### config.mk
export PLATFORM = sky130hd
export DESIGN_NAME = constant_memory_loader_flat
export DESIGN_NICKNAME = d
export VERILOG_FILES = /design/src/rtl/constant_memory_loader_if.sv /design/src/rtl/constant_memory_loader.sv /design/src/flat_wrapper.sv
export SDC_FILE = /design/constraint.sdc
export NUM_CORES = 1
export LEC_CHECK = 0
export BUFFER_PORTS_ARGS = -buffer_cell sky130_fd_sc_hd__buf_2
export CAP_MARGIN = 10
export CORE_ASPECT_RATIO = 0.5
export CORE_MARGIN = 5
export CORE_UTILIZATION = 30
export DETAILED_ROUTE_END_ITERATION = 6
export PLACE_DENSITY = 0.52
export SLEW_MARGIN = 25
export SYNTH_ARGS = -nofsm -noshare
export SYNTH_HDL_FRONTEND = slang
export SYNTH_SLANG_ARGS = --single-unit
### constraint.sdc
create_clock -name clk_i -period 3.42 [get_ports clk_i]
set_input_delay 0.171 -clock clk_i [delete_from_list [all_inputs] [get_ports clk_i]]
set_output_delay 0.171 -clock clk_i [all_outputs]
set_load 0.05 [all_outputs]
### src/rtl/constant_memory_loader_if.sv
// Handshake and write-port bundle for the constant memory loader.
// slave: loader side (cmd/data in, memory write + status out); master: controller side.
interface constant_memory_loader_if #(
    parameter int ADDR_WIDTH = 9
) ();
    logic                  cmd_valid_i;
    logic                  cmd_ready_o;
    logic [ADDR_WIDTH-1:0] cmd_base_addr_i;
    logic [ADDR_WIDTH:0]   cmd_count_i;
    logic                  data_valid_i;
    logic                  data_ready_o;
    logic [31:0]           data_i;
    logic                  abort_i;
    logic [ADDR_WIDTH-1:0] memory_write_addr_o;
    logic [31:0]           memory_line_o;
    logic                  write_memory_en_o;
    logic                  busy_o;
    logic                  done_o;
    logic                  error_o;

    modport slave (
        input  cmd_valid_i, cmd_base_addr_i, cmd_count_i,
        input  data_valid_i, data_i, abort_i,
        output cmd_ready_o, data_ready_o,
        output memory_write_addr_o, memory_line_o, write_memory_en_o,
        output busy_o, done_o, error_o
    );

    modport master (
        output cmd_valid_i, cmd_base_addr_i, cmd_count_i,
        output data_valid_i, data_i, abort_i,
        input  cmd_ready_o, data_ready_o,
        input  memory_write_addr_o, memory_line_o, write_memory_en_o,
        input  busy_o, done_o, error_o
    );
endinterface

### src/rtl/constant_memory_loader.sv
// Constant memory write feeder: validates base/count commands, streams words
// to consecutive addresses with registered writes. Ports: clk_i, rst_n_i, bus (slave).
module constant_memory_loader #(
    parameter int ADDR_WIDTH = 9
) (
    input  logic                    clk_i,
    input  logic                    rst_n_i,
    constant_memory_loader_if.slave bus
);
    typedef enum logic [1:0] {
        IDLE,
        LOAD,
        DONE
    } state_e;

    localparam logic [ADDR_WIDTH+1:0] DEPTH = {2'b01, {ADDR_WIDTH{1'b0}}};

    state_e                state_q, state_d;
    logic [ADDR_WIDTH-1:0] ptr_q, ptr_d;
    logic [ADDR_WIDTH:0]   cnt_q, cnt_d;
    logic                  we_q, we_d;
    logic [ADDR_WIDTH-1:0] addr_q, addr_d;
    logic [31:0]           line_q, line_d;
    logic                  busy_q, busy_d;
    logic                  done_q, done_d;
    logic                  err_q, err_d;

    logic [ADDR_WIDTH+1:0] sum;
    logic                  cmd_fire;
    logic                  data_fire;
    logic                  cmd_bad;

    assign bus.cmd_ready_o  = (state_q == IDLE);
    assign bus.data_ready_o = (state_q == LOAD) && !bus.abort_i;

    assign cmd_fire  = bus.cmd_valid_i && bus.cmd_ready_o;
    assign data_fire = bus.data_valid_i && bus.data_ready_o;

    // Wide sum so base + count == depth (ends exactly at the top) is legal.
    assign sum     = {2'b00, bus.cmd_base_addr_i} + {1'b0, bus.cmd_count_i};
    assign cmd_bad = (bus.cmd_count_i == '0) || (sum > DEPTH);

    always_comb begin
        state_d = state_q;
        ptr_d   = ptr_q;
        cnt_d   = cnt_q;
        we_d    = 1'b0;
        addr_d  = addr_q;
        line_d  = line_q;
        err_d   = err_q;
        unique case (state_q)
            IDLE: begin
                if (cmd_fire) begin
                    if (cmd_bad) begin
                        err_d = 1'b1;
                    end else begin
                        err_d   = 1'b0;
                        ptr_d   = bus.cmd_base_addr_i;
                        cnt_d   = bus.cmd_count_i;
                        state_d = LOAD;
                    end
                end
            end
            LOAD: begin
                if (bus.abort_i) begin
                    state_d = IDLE;
                end else if (data_fire) begin
                    we_d   = 1'b1;
                    addr_d = ptr_q;
                    line_d = bus.data_i;
                    ptr_d  = ptr_q + ADDR_WIDTH'(1);
                    cnt_d  = cnt_q - (ADDR_WIDTH+1)'(1);
                    if (cnt_q == (ADDR_WIDTH+1)'(1)) begin
                        state_d = DONE;
                    end
                end
            end
            DONE: begin
                state_d = IDLE;
            end
            default: begin
                state_d = IDLE;
            end
        endcase
        // Status flops follow the next state so they line up with it.
        busy_d = (state_d != IDLE);
        done_d = (state_d == DONE);
    end

    always_ff @(posedge clk_i or negedge rst_n_i) begin
        if (!rst_n_i) begin
            state_q <= IDLE;
            ptr_q   <= '0;
            cnt_q   <= '0;
            we_q    <= 1'b0;
            addr_q  <= '0;
            line_q  <= '0;
            busy_q  <= 1'b0;
            done_q  <= 1'b0;
            err_q   <= 1'b0;
        end else begin
            state_q <= state_d;
            ptr_q   <= ptr_d;
            cnt_q   <= cnt_d;
            we_q    <= we_d;
            addr_q  <= addr_d;
            line_q  <= line_d;
            busy_q  <= busy_d;
            done_q  <= done_d;
            err_q   <= err_d;
        end
    end

    assign bus.write_memory_en_o   = we_q;
    assign bus.memory_write_addr_o = addr_q;
    assign bus.memory_line_o       = line_q;
    assign bus.busy_o              = busy_q;
    assign bus.done_o              = done_q;
    assign bus.error_o             = err_q;
endmodule

### src/flat_wrapper.sv
// flat-port wrapper written by rule: the top's interface ports become plain ports
module constant_memory_loader_flat 
#(
    parameter int ADDR_WIDTH = 9
)
  (clk_i, rst_n_i, bus_cmd_valid_i, bus_cmd_base_addr_i, bus_cmd_count_i, bus_data_valid_i, bus_data_i, bus_abort_i, bus_cmd_ready_o, bus_data_ready_o, bus_memory_write_addr_o, bus_memory_line_o, bus_write_memory_en_o, bus_busy_o, bus_done_o, bus_error_o);
  constant_memory_loader_if #(.ADDR_WIDTH(ADDR_WIDTH)) bus_i ();
  input  logic clk_i;
  input  logic rst_n_i;
  input wire logic [$bits(bus_i.cmd_valid_i)-1:0] bus_cmd_valid_i;
  input wire logic [$bits(bus_i.cmd_base_addr_i)-1:0] bus_cmd_base_addr_i;
  input wire logic [$bits(bus_i.cmd_count_i)-1:0] bus_cmd_count_i;
  input wire logic [$bits(bus_i.data_valid_i)-1:0] bus_data_valid_i;
  input wire logic [$bits(bus_i.data_i)-1:0] bus_data_i;
  input wire logic [$bits(bus_i.abort_i)-1:0] bus_abort_i;
  output wire logic [$bits(bus_i.cmd_ready_o)-1:0] bus_cmd_ready_o;
  output wire logic [$bits(bus_i.data_ready_o)-1:0] bus_data_ready_o;
  output wire logic [$bits(bus_i.memory_write_addr_o)-1:0] bus_memory_write_addr_o;
  output wire logic [$bits(bus_i.memory_line_o)-1:0] bus_memory_line_o;
  output wire logic [$bits(bus_i.write_memory_en_o)-1:0] bus_write_memory_en_o;
  output wire logic [$bits(bus_i.busy_o)-1:0] bus_busy_o;
  output wire logic [$bits(bus_i.done_o)-1:0] bus_done_o;
  output wire logic [$bits(bus_i.error_o)-1:0] bus_error_o;
  assign bus_i.cmd_valid_i = bus_cmd_valid_i;
  assign bus_i.cmd_base_addr_i = bus_cmd_base_addr_i;
  assign bus_i.cmd_count_i = bus_cmd_count_i;
  assign bus_i.data_valid_i = bus_data_valid_i;
  assign bus_i.data_i = bus_data_i;
  assign bus_i.abort_i = bus_abort_i;
  assign bus_cmd_ready_o = bus_i.cmd_ready_o;
  assign bus_data_ready_o = bus_i.data_ready_o;
  assign bus_memory_write_addr_o = bus_i.memory_write_addr_o;
  assign bus_memory_line_o = bus_i.memory_line_o;
  assign bus_write_memory_en_o = bus_i.write_memory_en_o;
  assign bus_busy_o = bus_i.busy_o;
  assign bus_done_o = bus_i.done_o;
  assign bus_error_o = bus_i.error_o;
  constant_memory_loader #(.ADDR_WIDTH(ADDR_WIDTH)) u_core (.clk_i(clk_i), .rst_n_i(rst_n_i), .bus(bus_i));
endmodule
==> impl_metrics.json <==
{
  "clk_pin_slew_ps": 50,
  "intPower_w": 0.00225,
  "rsz0062_at_grt": "false",
  "layout-drive-gt1-share": 0.291,
  "switchingPower_w": 0.00185,
  "post-synth-top-count-cell": "nand2_1",
  "p_leak_nw": 2.31,
  "vias_per_cell": 4.44,
  "drc": 0,
  "slew_viol_final": 0,
  "cp-start-kind": "input port",
  "dpl_cell_area_mm2": 0.00415,
  "rr_startpoint": "u_core.state_q[0]$_DFF_PN0_",
  "hold_ws_ps": 34.6,
  "synth_top_family_by_area": "simple AND/OR/NAND/NOR gates",
  "die_x_um": 163,
  "synth_commonest_cells": "nand2_1 (149), dfrtp_1 (66), o21ai_0 (22)",
  "grt_pass1_vias": 2948,
  "start_util": 0.312,
  "core.rowCount": 27,
  "async_reset_ff_frac": 1.00,
  "synth-compound-area-share": 0.100,
  "pwr-share-seq": 0.333,
  "synthTopCellsByArea": "dfrtp_1 (47%), nand2_1 (16%), ha_1 (4.3%)",
  "hpwl_um": 6520,
  "crit_type": "in2reg",
  "status": "complete, no violations",
  "hold_depth": 3,
  "grtUsageMet2": 0.214,
  "cp_max_fo": 19,
  "worstSetupEndpointType": "flip-flop",
  "dr.pass1.iters": 4,
  "r2r.worst_path.cells": 7,
  "timing.fmax_mhz": 390,
  "htree_levels": 3,
  "skew_ps": 6.10,
  "grt_use_met3": 0.0366,
  "clock-sinks": 66,
  "via_count": 2891,
  "grt_util_met1": 0.174,
  "post-route-period-util": 0.750,
  "power_frac_comb": 0.449,
  "worst_slack_ps": 855,
  "hold_violations": 0,
  "tns_ps": 0,
  "drv_cap": 0,
  "core_area_mm2": 0.0112,
  "place_ws_ps": 493,
  "hp-class": "in2reg",
  "clk_latency_ps": 320,
  "synthesis.nets": 455,
  "r2r-end": "u_core.ptr_q[4]$_DFFE_PN0P_",
  "power.density_mw_per_mm2": 921,
  "worst_pin_slew_ps": 662,
  "ys_seq_elements": 66,
  "ys_seq_area_frac": 0.473,
  "crit_required_ps": 3630,
  "total_power_w": 0.00410,
  "syn_to_final_growth_pct": 27.4,
  "hold-path-endpoint": "u_core.bus.memory_line_o[24]$_DFFE_PN0P_",
  "nets": 557,
  "synth_warnings": 0,
  "synth_edf_count": 0,
  "yosys.area_share.simple": 0.229,
  "die-area_mm2": 0.0140,
  "critPathArrivalTime_ps": 2770,
  "swShare": 0.452,
  "gr-total-overflow": 0,
  "finalSetupViolCount": 0,
  "pwr-share-clk": 0.218,
  "post-route-min-period_ps": 2570,
  "cts_tree": "yes",
  "fin_area_mm2": 0.00445,
  "syn_area_mm2": 0.00349,
  "yosysUniqueCellTypes": 45,
  "synthAdderAreaFrac": 0.0487,
  "grt_start_max_net_pins": 43,
  "grt_pass1_wl_um": 14900,
  "avgSynthCellArea_um2": 9.05,
  "regToRegSetupSlack_ps": 1590,
  "vdd_ir_drop_max_mv": 0.358,
  "relSlewSlack": 0.559,
  "root_buffer": "clkbuf_16",
  "avgRoutedWirePerCell_um": 13.7,
  "ctsResizeCount": 0,
  "drtIter0Drc": 113,
  "finalWirelength_um": 8920,
  "die_h_um": 86.3,
  "yosys.area.top_type": "dfrtp_1",
  "synthMuxAreaShare": 0.0752,
  "grt-busiest-layer": "met2",
  "numPortBuffers": 102,
  "drtAntennaViolNets": 0,
  "ioPinCount": 103,
  "numCtsBuffers": 9,
  "yosysTopAreaCellShare": 0.473,
  "ys.flop_type": "dfrtp_1",
  "diodes": 0,
  "hp-start": "bus_data_i[24]",
  "synthCells": 386,
  "grt_usage": 0.132,
  "clk_path_buf_depth": 2,
  "gp_congestion": 0.803,
  "synth-xor-area-share": 0.0401,
  "antenna_found_initial": 0
}
## state kept, by name, indices dropped and copies added (netlist names)
register and cells:
u_core.bus.memory_write_addr_o 9, u_core.cnt_q 10, u_core.bus.write_memory_en_o 1, u_core.bus.busy_o 1, u_core.bus.done_o 1, u_core.ptr_q 9
u_core.bus.memory_line_o 32, u_core.bus.error_o 1, u_core.state_q 2
## critical path, cell delays in order
cell,delay [ps]
buf_2,110
ha_1,200
inv_1,70
fa_1,390
nand2b_1,200
a21o_1,210
a21boi_0,200
o2111ai_1,170
o31ai_2,390
a21oi_4,90
buf_4,240
mux2_4,330
## layout make-up
type / instances / area [um2]
well taps: 159 / 199
fillers: 1147 / 6730
flip-flops and latches: 66 / 1650
inverters: 9 / 33.8
repair buffers: 108 / 558
clock inverters: 3 / 40.0
multi-input cells: 294 / 1720
clock buffers: 12 / 246
## power by group through the flow
stage               sequential, W  clock [W]  combinational (W)
global route              0.00141   0.000958            0.00199
detailed placement        0.00137          0            0.00186
floorplan                 0.00211          0           0.000657
finish                    0.00137   0.000894            0.00184
global placement          0.00137          0            0.00185
CTS                       0.00137   0.000920            0.00187
## logic make-up (layout without fill, tap and decap cells)
family | after synthesis | count (layout)
multiplexers | 21 | 21
adder cells (fa/ha/maj) | 13 | 13
XOR/XNOR | 16 | 16
buffers and inverters | 26 | 132
flip-flops | 66 | 66
AO/OA/AOI/OAI | 52 | 52
AND/OR/NAND/NOR | 192 | 192
## per-stage QoR
| step | cells | utilization |
|---|---|---|
| after floorplan | 386 | - |
| after global placement | 635 | 0.371 |
| after detailed placement | 635 | 0.371 |
| after CTS | 651 | 0.398 |
| after global routing | 651 | 0.398 |
| final | 651 | 0.398 |
## layer usage
layer / up-vias / routed length [um]
li1: 1484 / -
met1: 1340 / 4320
met2: 54 / 4100
met3: 13 / 359
met4: 0 / 136
met5: - / 0
## timing repair
item	CTS	global route
hold buffers	1	0
hold endpoints to repair	29	0
setup buffers	0	0
setup endpoints to repair	0	0
## layout by cell type (no fill, tap or decap), types with 3 or more instances in the layout
master / synthesis / layout
nand3_1: 6 / 6
nor3_1: 4 / 4
buf_4: 0 / 5
dfrtp_1: 66 / 66
o21ai_0: 22 / 22
mux2_2: 10 / 10
mux2i_1: 3 / 3
nor2_1: 12 / 12
xnor2_1: 8 / 8
clkbuf_16: 0 / 9
nand2b_1: 6 / 6
ha_1: 12 / 12
o211ai_1: 3 / 3
mux2_4: 8 / 8
nor4_1: 4 / 4
a21o_1: 3 / 3
and3_1: 4 / 4
buf_2: 4 / 102
inv_1: 8 / 8
nand2_1: 149 / 149
a21oi_1: 7 / 7
xor2_1: 8 / 8
## how the worst max path moves through the flow
| stage | startpoint | to | slack [ps] |
|---|---|---|---|
| 6_report | bus_cmd_count_i[0] | u_core.cnt_q[5]$_DFFE_PN0P_ | 850 |
| 5_1_grt | bus_cmd_count_i[0] | u_core.cnt_q[3]$_DFFE_PN0P_ | 730 |
| 4_1_cts | bus_cmd_count_i[0] | u_core.cnt_q[5]$_DFFE_PN0P_ | 830 |
| 3_5_place_dp | bus_cmd_count_i[0] | u_core.cnt_q[5]$_DFFE_PN0P_ | 490 |
| 3_3_place_gp | bus_cmd_count_i[0] | u_core.cnt_q[4]$_DFFE_PN0P_ | 570 |
| 2_1_floorplan | bus_cmd_count_i[4] | u_core.cnt_q[2]$_DFFE_PN0P_ | 910 |
No activity file was read; power rests on OpenSTA's default activity.
